===== src/rtl/gated_deintegrator_pkg.sv =====
// Shared types and default widths for the gated deintegrator.
// The stream is rebuilt from n-sample window sums via d[k] = S[k] - S[k-1] + d[k-n].
package gated_deintegrator_pkg;

  localparam int unsigned NBITS_ADDR_DEF     = 6;
  localparam int unsigned NBITS_DATA_IN_DEF  = 20;
  localparam int unsigned NBITS_DATA_OUT_DEF = 14;
  localparam int unsigned N_MIN              = 2;

  typedef enum logic [1:0] {
    ST_IDLE = 2'd0,
    ST_FILL = 2'd1,
    ST_RUN  = 2'd2
  } state_t;

endpackage


===== src/rtl/gated_deintegrator_if.sv =====
// Window-sum input stream and reconstructed-sample output stream of the deintegrator.
interface gated_deintegrator_if
  import gated_deintegrator_pkg::*;
#(
  parameter int unsigned P_NBITS_ADDR     = NBITS_ADDR_DEF,
  parameter int unsigned P_NBITS_DATA_IN  = NBITS_DATA_IN_DEF,
  parameter int unsigned P_NBITS_DATA_OUT = NBITS_DATA_OUT_DEF
) ();

  logic [P_NBITS_ADDR-1:0]     n;
  logic                        en;
  logic                        sum_wr;
  logic [P_NBITS_DATA_IN-1:0]  sum;
  logic [P_NBITS_DATA_OUT-1:0] q;
  logic                        q_wr;
  logic                        valid;
  logic                        err;

  modport master (
    output n, en, sum_wr, sum,
    input  q, q_wr, valid, err
  );

  modport slave (
    input  n, en, sum_wr, sum,
    output q, q_wr, valid, err
  );

endinterface


===== src/rtl/gated_deintegrator_circ_buf.sv =====
// Circular store of the last 2^P_NBITS_ADDR reconstructed samples.
// Reads are combinational at (wr_ptr - rd_offset) so the old sample is ready in the accept cycle.
module gated_deintegrator_circ_buf #(
  parameter int unsigned P_NBITS_ADDR = 6,
  parameter int unsigned P_NBITS_DATA = 14
) (
  input  logic                    clk,
  input  logic                    we,
  input  logic [P_NBITS_ADDR-1:0] wr_ptr,
  input  logic [P_NBITS_DATA-1:0] wr_data,
  input  logic [P_NBITS_ADDR-1:0] rd_offset,
  output logic [P_NBITS_DATA-1:0] rd_data
);

  localparam int unsigned DEPTH = 1 << P_NBITS_ADDR;

  logic [P_NBITS_DATA-1:0] mem_q [DEPTH];
  logic [P_NBITS_ADDR-1:0] rd_addr_s;

  // Pointer difference wraps naturally at the address width.
  assign rd_addr_s = wr_ptr - rd_offset;
  assign rd_data   = mem_q[rd_addr_s];

  // Sample store write port; contents need no reset since FILL never reads them.
  always_ff @(posedge clk) begin
    if (we) begin
      mem_q[wr_ptr] <= wr_data;
    end
  end

endmodule


===== src/rtl/gated_deintegrator.sv =====
// Gated deintegrator: FSM, previous-sum register and reconstruction arithmetic.
// A sample arriving in the cycle en rises is not accepted; the stream starts on the following cycle.
module gated_deintegrator
  import gated_deintegrator_pkg::*;
#(
  parameter int unsigned P_NBITS_ADDR     = NBITS_ADDR_DEF,
  parameter int unsigned P_NBITS_DATA_IN  = NBITS_DATA_IN_DEF,
  parameter int unsigned P_NBITS_DATA_OUT = NBITS_DATA_OUT_DEF
) (
  input  logic                 clk,
  input  logic                 rst_n,
  gated_deintegrator_if.slave  bus
);

  localparam int unsigned EXT = P_NBITS_DATA_IN - P_NBITS_DATA_OUT;

  state_t                      state_q, state_d;
  logic [P_NBITS_DATA_IN-1:0]  prev_sum_q, prev_sum_d;
  logic [P_NBITS_ADDR-1:0]     wr_ptr_q, wr_ptr_d;
  logic [P_NBITS_ADDR-1:0]     count_q, count_d;
  logic [P_NBITS_ADDR-1:0]     n_lat_q, n_lat_d;
  logic                        blocked_q, blocked_d;
  logic [P_NBITS_DATA_OUT-1:0] q_q, q_d;
  logic                        q_wr_q, q_wr_d;
  logic                        valid_q, valid_d;
  logic                        err_q, err_d;

  logic                        buf_we_s;
  logic [P_NBITS_DATA_OUT-1:0] rd_data_s;
  logic [P_NBITS_DATA_IN-1:0]  old_s;
  logic [P_NBITS_DATA_IN-1:0]  d_s;
  logic                        oor_s;
  logic                        n_legal_s;
  logic [P_NBITS_ADDR-1:0]     last_fill_s;

  gated_deintegrator_circ_buf #(
    .P_NBITS_ADDR (P_NBITS_ADDR),
    .P_NBITS_DATA (P_NBITS_DATA_OUT)
  ) u_circ_buf (
    .clk       (clk),
    .we        (buf_we_s),
    .wr_ptr    (wr_ptr_q),
    .wr_data   (d_s[P_NBITS_DATA_OUT-1:0]),
    .rd_offset (n_lat_q),
    .rd_data   (rd_data_s)
  );

  // The d[k-n] term only exists once the buffer holds a full window.
  assign old_s       = (state_q == ST_RUN) ? {{EXT{1'b0}}, rd_data_s} : '0;
  assign d_s         = bus.sum - prev_sum_q + old_s;
  assign oor_s       = |d_s[P_NBITS_DATA_IN-1:P_NBITS_DATA_OUT];
  assign n_legal_s   = (bus.n >= P_NBITS_ADDR'(N_MIN));
  assign last_fill_s = n_lat_q - 1'b1;

  // Next-state and datapath decisions for one cycle.
  always_comb begin
    state_d    = state_q;
    prev_sum_d = prev_sum_q;
    wr_ptr_d   = wr_ptr_q;
    count_d    = count_q;
    n_lat_d    = n_lat_q;
    blocked_d  = blocked_q;
    q_d        = q_q;
    q_wr_d     = 1'b0;
    valid_d    = valid_q;
    err_d      = err_q;
    buf_we_s   = 1'b0;
    if (!bus.en) begin
      state_d    = ST_IDLE;
      prev_sum_d = '0;
      wr_ptr_d   = '0;
      count_d    = '0;
      valid_d    = 1'b0;
      blocked_d  = 1'b0;
    end else begin
      case (state_q)
        ST_IDLE: begin
          prev_sum_d = '0;
          wr_ptr_d   = '0;
          count_d    = '0;
          valid_d    = 1'b0;
          // An illegal n parks the block here until en is cycled.
          if (!blocked_q) begin
            n_lat_d = bus.n;
            if (n_legal_s) begin
              state_d = ST_FILL;
            end else begin
              err_d     = 1'b1;
              blocked_d = 1'b1;
            end
          end else begin
            state_d = ST_IDLE;
          end
        end
        ST_FILL, ST_RUN: begin
          if (bus.sum_wr) begin
            prev_sum_d = bus.sum;
            wr_ptr_d   = wr_ptr_q + 1'b1;
            buf_we_s   = 1'b1;
            q_d        = d_s[P_NBITS_DATA_OUT-1:0];
            q_wr_d     = 1'b1;
            if (oor_s) begin
              err_d = 1'b1;
            end else begin
              err_d = err_q;
            end
            if (state_q == ST_RUN) begin
              valid_d = 1'b1;
            end else begin
              count_d = count_q + 1'b1;
              if (count_q == last_fill_s) begin
                state_d = ST_RUN;
              end else begin
                state_d = ST_FILL;
              end
            end
          end else begin
            state_d = state_q;
          end
        end
        default: begin
          state_d = ST_IDLE;
        end
      endcase
    end
  end

  // State and output registers.
  always_ff @(posedge clk or negedge rst_n) begin
    if (!rst_n) begin
      state_q    <= ST_IDLE;
      prev_sum_q <= '0;
      wr_ptr_q   <= '0;
      count_q    <= '0;
      n_lat_q    <= '0;
      blocked_q  <= 1'b0;
      q_q        <= '0;
      q_wr_q     <= 1'b0;
      valid_q    <= 1'b0;
      err_q      <= 1'b0;
    end else begin
      state_q    <= state_d;
      prev_sum_q <= prev_sum_d;
      wr_ptr_q   <= wr_ptr_d;
      count_q    <= count_d;
      n_lat_q    <= n_lat_d;
      blocked_q  <= blocked_d;
      q_q        <= q_d;
      q_wr_q     <= q_wr_d;
      valid_q    <= valid_d;
      err_q      <= err_d;
    end
  end

  assign bus.q     = q_q;
  assign bus.q_wr  = q_wr_q;
  assign bus.valid = valid_q;
  assign bus.err   = err_q;

endmodule


===== src/flat_wrapper.sv =====
// flat-port wrapper written by rule: the top's interface ports become plain ports
module gated_deintegrator_flat import gated_deintegrator_pkg::*;
#(
  parameter int unsigned P_NBITS_ADDR     = NBITS_ADDR_DEF,
  parameter int unsigned P_NBITS_DATA_IN  = NBITS_DATA_IN_DEF,
  parameter int unsigned P_NBITS_DATA_OUT = NBITS_DATA_OUT_DEF
)
  (clk, rst_n, bus_n, bus_en, bus_sum_wr, bus_sum, bus_q, bus_q_wr, bus_valid, bus_err);
  gated_deintegrator_if #(.P_NBITS_ADDR(P_NBITS_ADDR), .P_NBITS_DATA_IN(P_NBITS_DATA_IN), .P_NBITS_DATA_OUT(P_NBITS_DATA_OUT)) bus_i ();
  input  logic clk;
  input  logic rst_n;
  input wire logic [$bits(bus_i.n)-1:0] bus_n;
  input wire logic [$bits(bus_i.en)-1:0] bus_en;
  input wire logic [$bits(bus_i.sum_wr)-1:0] bus_sum_wr;
  input wire logic [$bits(bus_i.sum)-1:0] bus_sum;
  output wire logic [$bits(bus_i.q)-1:0] bus_q;
  output wire logic [$bits(bus_i.q_wr)-1:0] bus_q_wr;
  output wire logic [$bits(bus_i.valid)-1:0] bus_valid;
  output wire logic [$bits(bus_i.err)-1:0] bus_err;
  assign bus_i.n = bus_n;
  assign bus_i.en = bus_en;
  assign bus_i.sum_wr = bus_sum_wr;
  assign bus_i.sum = bus_sum;
  assign bus_q = bus_i.q;
  assign bus_q_wr = bus_i.q_wr;
  assign bus_valid = bus_i.valid;
  assign bus_err = bus_i.err;
  gated_deintegrator #(.P_NBITS_ADDR(P_NBITS_ADDR), .P_NBITS_DATA_IN(P_NBITS_DATA_IN), .P_NBITS_DATA_OUT(P_NBITS_DATA_OUT)) u_core (.clk(clk), .rst_n(rst_n), .bus(bus_i));
endmodule

===== config.mk =====
export PLATFORM = sky130hd
export DESIGN_NAME = gated_deintegrator_flat
export DESIGN_NICKNAME = d
export VERILOG_FILES = /design/src/rtl/gated_deintegrator_pkg.sv /design/src/rtl/gated_deintegrator_if.sv /design/src/rtl/gated_deintegrator_circ_buf.sv /design/src/rtl/gated_deintegrator.sv /design/src/flat_wrapper.sv
export SDC_FILE = /design/constraint.sdc
export NUM_CORES = 1
export LEC_CHECK = 0
export ABC_CLOCK_PERIOD_IN_PS = 17200
export BUFFER_PORTS_ARGS = -buffer_cell sky130_fd_sc_hd__buf_2
export CAP_MARGIN = 5
export CORE_MARGIN = 2
export CORE_UTILIZATION = 36
export CTS_CLUSTER_SIZE = 24
export DETAILED_ROUTE_END_ITERATION = 12
export GPL_TIMING_DRIVEN = 0
export HOLD_SLACK_MARGIN = 0.05
export SETUP_SLACK_MARGIN = 0.02
export SYNTH_ARGS = -nofsm -noshare
export SYNTH_HDL_FRONTEND = slang
export SYNTH_SLANG_ARGS = --single-unit

===== constraint.sdc =====
create_clock -name clk -period 17.2 [get_ports clk]
set_input_delay 3.44 -clock clk [delete_from_list [all_inputs] [get_ports clk]]
set_output_delay 3.44 -clock clk [all_outputs]
set_load 0.1 [all_outputs]

; ---- Word level (Yosys, flattened, before mapping)
; Memories as Yosys holds them, arrays and structs flattened.
; Index checks and enable logic that the tools add are counted.
[totals]
reg_bits = 58
ram_bits = 896
inputBits = 30
output_inout_bits = 17
word_cells = 79
mem_count = 1
[classes]
addsub = 6
magnitude_cmp = 1
n_eq_ne = 13
muxes = 36
bitwise_logic = 1
n_reduce_logical = 11
[memory_table]
columns = name, depth, word_bits, rd, rd_ports_with_merged_regs, wr, line_no
row1 = u_core.u_circ_buf.mem_q, 64, 14, 1, 0, 1, gated_deintegrator_circ_buf.sv:17  ; logic [P_NBITS_DATA-1:0] mem_q [DEPTH];
[ops]
columns = cell, n
row1 = two-way mux 20 bit, 2
row2 = case mux 20 bit (2 select lines), 1
row3 = two-way mux 6 bit, 5
row4 = case mux 6 bit (2 select lines), 2
row5 = adder 20 bit, 1
row6 = subtractor 20 bit, 1
row7 = two-way mux 1 bit, 16
row8 = AND reduction 3 bit, 5
row9 = two-way mux 14 bit, 1
row10 = "adder 6 x 1 -> 6 bit, second input constant", 2
row11 = two-way mux 2 bit, 6
row12 = equality test 6 bit, 1
row13 = ">= comparator 6 x 2 -> 1 bit, second input constant", 1
row14 = "!= test 2 bit, second input constant", 3
row15 = "!= test 3 bit, second input constant", 2
row16 = AND reduction 6 bit, 1
row17 = OR reduction 6 bit, 1
row18 = "subtractor 6 x 1 -> 6 bit, second input constant", 1
row19 = subtractor 6 bit, 1
row20 = "!= test 2 x 1 -> 1 bit, second input constant", 2
row21 = "!= test 4 x 2 -> 1 bit, second input constant", 1
row22 = case mux 1 bit (2 select lines), 2
row23 = case mux 2 bit (2 select lines), 1
row24 = "!= test 3 x 1 -> 1 bit, second input constant", 1
row25 = other kinds (8), 8

; ---- Depth between registers and ports, before layout
; Gate-level depths: netlist of run 1.
; An unclocked memory read counts as a cell.
[logic_depth]
word_depth = 8
depth_mapped = 25

; ---- Hierarchy
; A second synthesis of run 1 with hierarchy kept.
[unflattened]
hier_cells = 1975
area_unflattened_um2 = 39183.8
[modules_own_cells]
columns = mod, instances, cells_per_inst, area_per_inst_um2, seq_area_each_um2
row1 = gated_deintegrator_circ_buf, 1, 1525, 35152.5, 26905.8
row2 = gated_deintegrator, 1, 450, 4031.4, 1451.4

; ---- Worst setup path after synthesis of run 1
; No wires, ideal clock.
[synth_path]
kind = input to register
start = in bus_sum[1]
end = mem u_core.u_circ_buf.mem_q[0][13] (data pin)
arrival_ns = 7.183
t_required_ns = 16.626
slack_ns = 9.444
stages = 10
path_cell_list = inv_1 -> fa_1 -> inv_1 -> ha_1 -> a21oi_1 -> o22ai_1 -> o211ai_1 -> o21a_1 -> o21ai_0 -> xnor2_1
[synth_via]
elab_chain_len = 2
[synth_lines]
columns = item, line_no
row1 = from (decl), flat_wrapper.sv:15  ; input wire logic [$bits(bus_i.sum)-1:0] bus_sum;
row2 = subtractor 20 bit, gated_deintegrator.sv:50  ; assign d_s = bus.sum - prev_sum_q + old_s;
row3 = adder 20 bit, gated_deintegrator.sv:50
row4 = via u_core.d_s[13], gated_deintegrator.sv:31  ; logic [P_NBITS_DATA_IN-1:0] d_s;
row5 = to (decl), gated_deintegrator_circ_buf.sv:17
; The timed path passes the listed nets, and every way through them passes these cells.

; ---- Worst setup path in the final report of run 1
[layout_path]
start = reg u_core.wr_ptr_q[0]
end = mem u_core.u_circ_buf.mem_q[62][11] (data pin)
[layout_via]
elab_chain_len = 4
[layout_lines]
columns = item, line_no
row1 = from (decl), gated_deintegrator.sv:19  ; logic [P_NBITS_ADDR-1:0] wr_ptr_q, wr_ptr_d;
row2 = from (signal assigned), gated_deintegrator.sv:144  ; wr_ptr_q <= wr_ptr_d;
row3 = subtractor 6 bit, gated_deintegrator_circ_buf.sv:21  ; assign rd_addr_s = wr_ptr - rd_offset;
row4 = memory read (64 x 14 bit), --
row5 = two-way mux 14 bit, gated_deintegrator.sv:49  ; assign old_s = (state_q == ST_RUN) ? {{EXT{1'b0}}, rd_data_s} : '0;
row6 = adder 20 bit, gated_deintegrator.sv:50
row7 = via u_core.d_s[11], gated_deintegrator.sv:31
; The timed path passes the listed nets, and every way through them passes these cells.

==> metrics.md, run 1 <==
| Metric | Value |
|---|---|
| CTS tree | `yes` |
| Critical Path RT | `17.71 ns` |
| DRC viols | `0` |
| Synth Area in XOR/XNOR | `0.702%` |
| Post-synth EDFFs | `896` |
| Setup WS pre-CTS | `9.06 ns` |
| Fmax | `121 MHz` |
| Max clock buf depth | `3` |
| Worst setup SP type | `flip-flop` |
| PwrDens | `156 nW/um2` |
| Async set or reset register ratio after synthesis | `6.08%` |
| Tmin final | `8.27 ns` |
| Share of cells above drive strength 1 | `29.8%` |
| Combinational share of power | `30.9%` |
| Post-Synth Simple-Gate Area | `2.85%` |
| Hold Path Class | `flip-flop to flip-flop` |
| Vias in the first global route | `20200` |
| Crit path max fanout | `21` |
| Max Cap Viol | `0` |
| Post-cts hold buffer count | `0` |
| Final period utilization | `48.1%` |
| CTS H-tree lvls | `3` |
| Clock power frac | `29.2%` |
| Switch Pwr | `0.00226 W` |
| Worst Path Arrival | `8.78 ns` |
| Dominant synthesized flop cell | `edfxtp_1` |
| Die area | `110000 um2` |
| Crit path kind | `flip-flop to flip-flop` |
| Least-Margin Pin Slew | `1.27 ns` |
| Post-CTS sizing | `0` |
| Post-synthesis adder-cell area fraction | `1.94%` |
| Register area share after synthesis | `73.3%` |
| Synthesized area per cell | `20.5 um2` |
| # IOs | `47` |
| Switching Fraction | `32.0%` |
| Leakage power | `14.6 nW` |
| Mapped Nets | `1964` |
| Initial DRC count | `2164` |
| Final nets | `2192` |
| YS warnings | `0` |
| Initial DRT Pass Iterations | `7` |
| Area Overhead vs Synth | `16.9%` |
| Area after DPL | `42000 um2` |
| Power Internal | `0.00480 W` |
| Core Rows | `120` |
| Antenna violations before repair | `0` |
| Skew final | `0.0638 ns` |
| Starting Density | `36.2%` |
| Netlist cell types | `61` |
| First-pass GRT wire length | `140000 um` |
| Post-CTS setup buffers | `0` |
| Vias/cell | `5.48` |
| RSZ-0062 raised after global routing | `false` |
| Total number of vias | `19700` |
| Slew Viols, Final | `0` |
| PortBufs | `45` |
| Syn Inst Count | `1883` |
| Setup tns final | `0 ns` |
| WHS | `0.474 ns` |
| Power share of the sequential group | `39.9%` |
| Fin. Hold Viols | `0` |
| Largest net degree at the start of global routing | `65` |
| WL final | `96200 um` |
| Post-synthesis mux area share | `16.6%` |
| Outcome | `completed` |
| Setup violations, final | `0` |
| Final Instance Area | `45200 um2` |
| Gr usage total | `17.4%` |
| Die height | `332 um` |
| # clock sinks | `954` |
| Global route overflow | `0` |
| Slew HR | `14.7%` |
| Core area | `107000 um2` |
| Detailed-placement wirelength estimate | `67500 um` |
| Routed len/inst | `26.7 um` |
| Largest family of logic cells by synthesized area | `multiplexers` |
| Placer Congestion | `0.854` |
| Antenna-violating nets left | `0` |
| CP endpoint kind | `flip-flop` |
| Worst setup margin | `8.93 ns` |
| Worst-path clk slew | `0.06 ns` |
| #FFs+latches synth | `954` |
| Compound-cell area share of the yosys netlist | `2.88%` |
| Clock root buffer master | `clkbuf_16` |
| Num CTS Buffers | `98` |
| Clk_lat worst skew | `0.70 ns` |
| Die span in x | `332 um` |
| Post-layout util | `42.4%` |
| VDD IR max | `0.000103 V` |
| Synth Cell Area | `38700 um2` |
==> final cells by class <==
cell class	count	area (um2)
Fill cell	9151	61500
Sequential cell	954	28400
Multi-Input combinational cell	776	9880
Clock buffer	116	2520
Tap cell	1403	1760
Timing Repair Buffer	128	1410
Clock inverter	68	618
Buffer	101	472
Inverter	52	195
Antenna cell	1	2.50
==> registers in the layout, summed over array words and instances, names as in the netlist <==
name and flops:
u_core.bus.valid 1, u_core.state_q 2, u_core.n_lat_q 6, u_core.bus.q 14, u_core.bus.err 1, u_core.u_circ_buf.mem_q 896
u_core.count_q 6, u_core.blocked_q 1, u_core.prev_sum_q 20, u_core.bus.q_wr 1, u_core.wr_ptr_q 6
==> final timing paths <==
check,startpoint,depth (start not counted),to,slack (ns)
min in group asynchronous,rst_n,1,u_core.prev_sum_q[12],2.89
max reg2reg,u_core.wr_ptr_q[0],21,u_core.u_circ_buf.mem_q[62][11],8.93
max in group asynchronous,rst_n,1,u_core.bus.q[7],13.72
min reg2reg,u_core.bus.q[11],2,u_core.bus.q[11],0.47
max,u_core.wr_ptr_q[0],21,u_core.u_circ_buf.mem_q[62][11],8.93
min,u_core.bus.q[11],2,u_core.bus.q[11],0.47
==> routing by layer <==
metal / global-route usage, % / part of all wire, % / wire, um / vias to the layer above
li1: - / - / - / 8233
met1: 25.1 / 44 / 42200 / 10600
met2: 27.6 / 47 / 45600 / 729
met4: 4.21 / 2.2 / 2130 / 0
met3: 3.23 / 6.6 / 6330 / 148
met5: 0 / 0 / 0 / -
==> per-stage QoR <==
step / power, W / cells
6_report: 0.00707 / 3599
5_1_grt: 0.00732 / 3598
3_3_place_gp: 0.00495 / 3331
4_1_cts: 0.00712 / 3595
3_5_place_dp: 0.00505 / 3411
2_1_floorplan: 0.00424 / 1883
==> cells by family (layout without fill, tap and decap cells) <==
group | count (synthesis) | after routing
DFF | 954 | 954
muxes | 306 | 306
and+or+nand+nor | 236 | 236
buffers and inverters | 153 | 465
AOI/OAI and AO/OA | 152 | 152
adders and majority gates | 51 | 51
xor gates and xnor gates | 31 | 31
other | 0 | 1
==> worst max-delay path: stages (launching register included) <==
cell and delay, ns:
dfrtp_1 0.35, clkbuf_1 0.36, inv_1 0.17, ha_1 0.26
fa_1 0.48, buf_2 0.24, clkbuf_1 0.66, clkbuf_1 0.56
mux4_2 0.33, a221oi_1 0.14, a211oi_1 0.77, a221oi_1 0.13
a211oi_1 0.61, fa_1 0.57, ha_1 0.37, o21ai_0 0.16
o21ai_0 0.18, o211ai_1 0.18, o21a_1 0.34, xnor2_2 0.71
buf_8 0.27, buf_6 0.21
==> Yosys cell counts, types with 3 or more instances <==
cell type / number / area [um2]
mux2i_1: 24 / 240
o21a_1: 7 / 52.6
buf_2: 23 / 115
mux2_2: 16 / 180
dfrtp_1: 58 / 1450
buf_1: 5 / 18.8
buf_4: 5 / 37.5
a221oi_1: 23 / 201
mux4_2: 266 / 5990
nand2b_1: 6 / 37.5
a21o_1: 3 / 22.5
a221o_1: 6 / 60.1
edfxtp_1: 896 / 26900
o21ai_0: 20 / 100
inv_1: 49 / 184
nand4b_1: 3 / 26.3
a31oi_1: 4 / 25.0
ha_1: 36 / 450
o21bai_1: 3 / 22.5
nor3_1: 7 / 35.0
nand4_1: 8 / 50.1
xor2_1: 8 / 70.1
a21oi_1: 18 / 90.1
clkbuf_1: 62 / 233
buf_6: 6 / 67.6
nand3_1: 19 / 95.1
or3_1: 6 / 37.5
and2_1: 3 / 18.8
fa_1: 15 / 300
o211ai_1: 10 / 75.1
nor2b_1: 23 / 144
or2_2: 5 / 31.3
a22o_1: 16 / 140
nand2_1: 58 / 218
nor2_1: 86 / 323
a211oi_1: 22 / 165
nor4_1: 3 / 18.8
xnor2_1: 23 / 201
==> power by group through the flow <==
stage	Combinational, W	Clock [W]	Sequential [W]
after floorplan	0.00123	0	0.00301
final	0.00218	0.00206	0.00282
after CTS	0.00219	0.00210	0.00282
after detailed placement	0.00218	0	0.00287
after global routing	0.00230	0.00219	0.00282
after global placement	0.00202	0	0.00293
==> cell usage in the layout (no fill, tap or decap), types with 19 or more instances in the layout <==
cell	n
nor2_2	47
inv_1	48
buf_8	37
dfrtp_1	58
a211oi_1	22
edfxtp_1	896
nand3_1	19
nor2b_1	22
buf_6	27
buf_2	67
o21ai_0	20
clkinv_1	30
mux4_2	266
nor2_1	39
ha_1	35
a221oi_1	23
mux2i_1	24
clkbuf_16	98
nand2_1	58
buf_4	20
clkbuf_1	80
Note: power is estimated with default switching activity, not from simulation.
==> inputs of run 2 (changes only) <==
--- a/config.mk
+++ b/config.mk
@@ -5,7 +5,7 @@
 export SDC_FILE = /design/constraint.sdc
 export NUM_CORES = 1
 export LEC_CHECK = 0
-export ABC_CLOCK_PERIOD_IN_PS = 17200
+export ABC_CLOCK_PERIOD_IN_PS = 8200
 export BUFFER_PORTS_ARGS = -buffer_cell sky130_fd_sc_hd__buf_2
 export CAP_MARGIN = 5
 export CORE_MARGIN = 2
==> constraint.sdc (replaced) <==
create_clock -name clk -period 8.2 [get_ports clk]
set_input_delay 1.64 -clock clk [delete_from_list [all_inputs] [get_ports clk]]
set_output_delay 1.64 -clock clk [all_outputs]
set_load 0.1 [all_outputs]
==> run 2 against run 1 <==
  * Worst setup slack worse by 8.5 ns
  * Cell count is essentially flat
  * Register-to-register slack worse by 8.5 ns
  * Power up 110%
  * Sequential power is 110% higher
  * Sequential share of layout area decreased by 0.055 points
  * Clock-buffer cell count unchanged
  * Global-route usage unchanged
  * Cell area is essentially flat
  * Clock power is 110% higher
  * Die area unchanged
  * Clock skew is 0.0025 ns higher
  * Critical path type unchanged
  * Largest power group unchanged
  * Highest routed layer unchanged
==> metrics.md, run 2 (synthesis gave the netlist of run 1 again) <==
| Metric | Value |
|---|---|
| Outcome | `completed (unchanged)` |
| Slew HR | `13.6% (was 14.7%)` |
| Die span in x | `332 um (unchanged)` |
| Largest net degree at the start of global routing | `65 (unchanged)` |
| Vias in the first global route | `20200 (unchanged)` |
| VDD IR max | `0.000221 V (was 0.000103 V)` |
| Leading cell type in the layout, fill and taps excluded | `edfxtp_1 (unchanged)` |
| Placer Congestion | `0.854 (unchanged)` |
| WL final | `96200 um (about the same)` |
| Crit path max fanout | `24 (was 21)` |
| Cell count after placement | `3411 (unchanged)` |
| # clock sinks | `954 (unchanged)` |
| First-pass GRT wire length | `140000 um (unchanged)` |
| Worst Path Arrival | `8.42 ns (was 8.78 ns)` |
| Hold Path Class | `flip-flop to flip-flop (unchanged)` |
| Leakage power | `14.6 nW (about the same)` |
| Critical Path, Cell by Cell | `clkbuf_1, inv_1, ha_1, fa_1, buf_2, clkbuf_2, clkbuf_1, mux4_2, a221oi_1, a211oi_1, a221oi_1, a211oi_2, fa_1, ha_1, or2_2, o211ai_1, o21a_1, o21ai_0, xnor2_2, buf_8, buf_8, mux2_2 (was clkbuf_1, inv_1, ha_1, fa_1, buf_2, clkbuf_1, clkbuf_1, mux4_2, a221oi_1, a211oi_1, a221oi_1, a211oi_1, fa_1, ha_1, o21ai_0, o21ai_0, o211ai_1, o21a_1, xnor2_2, buf_8, buf_6)` |
| Share of cells above drive strength 1 | `30.4% (was 29.8%)` |
| RSZ-0062 raised after global routing | `false (unchanged)` |
| Fin. Hold Viols | `0 (unchanged)` |
| Initial DRC count | `1976 (was 2164)` |
| Skew final | `0.0662 ns (was 0.0638 ns)` |
| DRC viols | `0 (unchanged)` |
| Detailed-placement wirelength estimate | `67500 um (unchanged)` |
| Setup violations, final | `0 (unchanged)` |
| Antenna-violating nets left | `0 (unchanged)` |
| Register-to-Register Path Depth | `22 (was 21)` |
| CP peak stage delay | `0.83 ns (was 0.77 ns)` |
| CP max-delay cell | `a211oi_1 (unchanged)` |
| Global route overflow | `0 (unchanged)` |
| PortBufs | `45 (unchanged)` |
| Crit path kind | `flip-flop to flip-flop (unchanged)` |
| Die height | `332 um (unchanged)` |
| Routed len/inst | `26.7 um (about the same)` |
| Gr usage total | `17.4% (unchanged)` |
| Post-CTS setup buffers | `0 (unchanged)` |
| Combinational share of power | `30.9% (about the same)` |
| Critical Path RT | `8.83 ns (was 17.71 ns)` |
| CP bufs+invs | `7 (unchanged)` |
| Reg with most FFs | `u_core.u_circ_buf.mem_q (unchanged)` |
| CTS tree | `yes (unchanged)` |
| Vias/cell | `5.48 (about the same)` |
| Worst-path clk slew | `0.06 ns (about the same)` |
| Final nets | `2190 (was 2192)` |
| Reg2Reg Launch Point | `u_core.wr_ptr_q[0] (unchanged)` |
| CP top delay family | `compound AO/OA/AOI/OAI gates (unchanged)` |
| Fill count | `9145 (was 9151)` |
| Switching Fraction | `32.0% (about the same)` |
| Post-cts hold buffer count | `0 (unchanged)` |
| Switch Pwr | `0.00475 W (was 0.00226 W)` |
| # IOs | `47 (unchanged)` |
| Worst Hold End | `u_core.bus.q[11] (unchanged)` |
| Total power | `0.0148 W (was 0.00707 W)` |
| Fmax | `128 MHz (was 121 MHz)` |
| Core Rows | `120 (unchanged)` |
| Antenna violations before repair | `0 (unchanged)` |
| Power Internal | `0.0101 W (was 0.00480 W)` |
| Least-Margin Pin Slew | `1.29 ns (was 1.27 ns)` |
| CP endpoint kind | `flip-flop (unchanged)` |
| Setup tns final | `0 ns (unchanged)` |
| Worst setup margin | `0.408 ns (was 8.93 ns)` |
| Num CTS Buffers | `98 (unchanged)` |
| Worst setup SP type | `flip-flop (unchanged)` |
| Power share of the sequential group | `39.9% (about the same)` |
| Cell Count, Final, Fillers Out | `3598 (was 3599)` |
| Area Overhead vs Synth | `17.0% (was 16.9%)` |
| Final period utilization | `95.0% (was 48.1%)` |
| Total number of vias | `19700 (about the same)` |
| Clock root buffer master | `clkbuf_16 (unchanged)` |
| CTS H-tree lvls | `3 (unchanged)` |
| Max clock buf depth | `3 (unchanged)` |
| Commonest non-fill, non-tap cells in the layout | `896 x edfxtp_1, 266 x mux4_2, 98 x clkbuf_16 (unchanged)` |
| Tmin final | `7.79 ns (was 8.27 ns)` |
| Max FFs per register | `896 (unchanged)` |
| Max Cap Viol | `0 (unchanged)` |
| Initial DRT Pass Iterations | `5 (was 7)` |
| Setup WS pre-CTS | `0.0611 ns (was 9.06 ns)` |
| R2R setup slack | `0.41 ns (was 8.93 ns)` |
| Starting Density | `36.2% (unchanged)` |
| Clk_lat worst skew | `0.70 ns (about the same)` |
| Die area | `110000 um2 (unchanged)` |
| Hold Crit Start | `u_core.bus.q[11] (unchanged)` |
| Reg2reg end | `u_core.bus.q[13] (was u_core.u_circ_buf.mem_q[62][11])` |
| PwrDens | `328 nW/um2 (was 156 nW/um2)` |
| WHS Path Cells | `2 (unchanged)` |
| Clock power frac | `29.2% (about the same)` |
| Slew Viols, Final | `0 (unchanged)` |
| Post-layout util | `42.4% (about the same)` |
| Core area | `107000 um2 (unchanged)` |
==> run 2: changes by cell type in the layout (fill, tap and decap cells not counted) <==
cell,change
diode_2,+1
xnor2_2,-1
xnor2_4,+1
clkbuf_2,+6
a221oi_1,-1
a221oi_2,+1
a211oi_1,-4
a211oi_2,+4
clkbuf_1,-8
==> run 2: worst min-delay path, stage by stage (launching register included) <==
cell and delay, ns:
dfrtp_1 0.34, nand2_1 0.05, nand2_1 0.05
==> run 2: cell type report <==
class / count / area, um2 / area share, %
Tap cell: 1403 / 1760 / 3.88
Timing Repair Buffer: 128 / 1410 / 3.12
Clock buffer: 116 / 2520 / 5.57
Antenna cell: 2 / 5.00 / 0.0111
Inverter: 52 / 195 / 0.431
Sequential cell: 954 / 28400 / 62.7
Multi-Input combinational cell: 776 / 9910 / 21.9
Clock inverter: 68 / 618 / 1.37
Buffer: 99 / 472 / 1.04
==> run 2: layer usage <==
layer | routed length, um | global-route usage, % | vias to the layer above | share of wire [%]
met5 | 0 | 0 | - | 0
met1 | 42000 | 25.1 | 10600 | 44
li1 | - | - | 8225 | -
met3 | 6460 | 3.23 | 143 | 6.7
met4 | 2120 | 4.21 | 0 | 2.2
met2 | 45600 | 27.6 | 752 | 47
==> run 2: power groups by stage <==
stage / sequential (W) / clock (W) / combinational, W
global route: 0.00592 / 0.00460 / 0.00485
detailed placement: 0.00602 / 0 / 0.00458
CTS: 0.00592 / 0.00441 / 0.00460
floorplan: 0.00631 / 0 / 0.00258
global placement: 0.00615 / 0 / 0.00424
finish: 0.00592 / 0.00433 / 0.00459
==> run 2: worst max path at each step <==
stage                       startpoint                               to  slack (ns)  depth (start not counted)
floorplan           u_core.wr_ptr_q[0]   u_core.u_circ_buf.mem_q[0][12]        0.53                         23
global placement    u_core.wr_ptr_q[0]  u_core.u_circ_buf.mem_q[60][11]       -3.54                         19
detailed placement  u_core.wr_ptr_q[0]  u_core.u_circ_buf.mem_q[63][12]        0.06                         27
CTS                 u_core.wr_ptr_q[0]  u_core.u_circ_buf.mem_q[62][11]        0.03                         21
global route        u_core.wr_ptr_q[0]                 u_core.bus.q[13]        0.07                         23
finish              u_core.wr_ptr_q[0]                 u_core.bus.q[13]        0.41                         22
==> run 2: timing repair <==
action | CTS | global route
resized for setup | 0 | 20
endpoints found under the setup margin | 0 | 259
endpoints found under the hold margin | 0 | 0
==> run 2: stage by stage <==
step / instance area (um2) / hold slack [ns]
4_1_cts: 45200 / 0.479
2_1_floorplan: 38700 / 0.466
3_3_place_gp: 40700 / 0.474
3_5_place_dp: 42000 / 0.464
5_1_grt: 45200 / 0.509
6_report: 45200 / 0.473
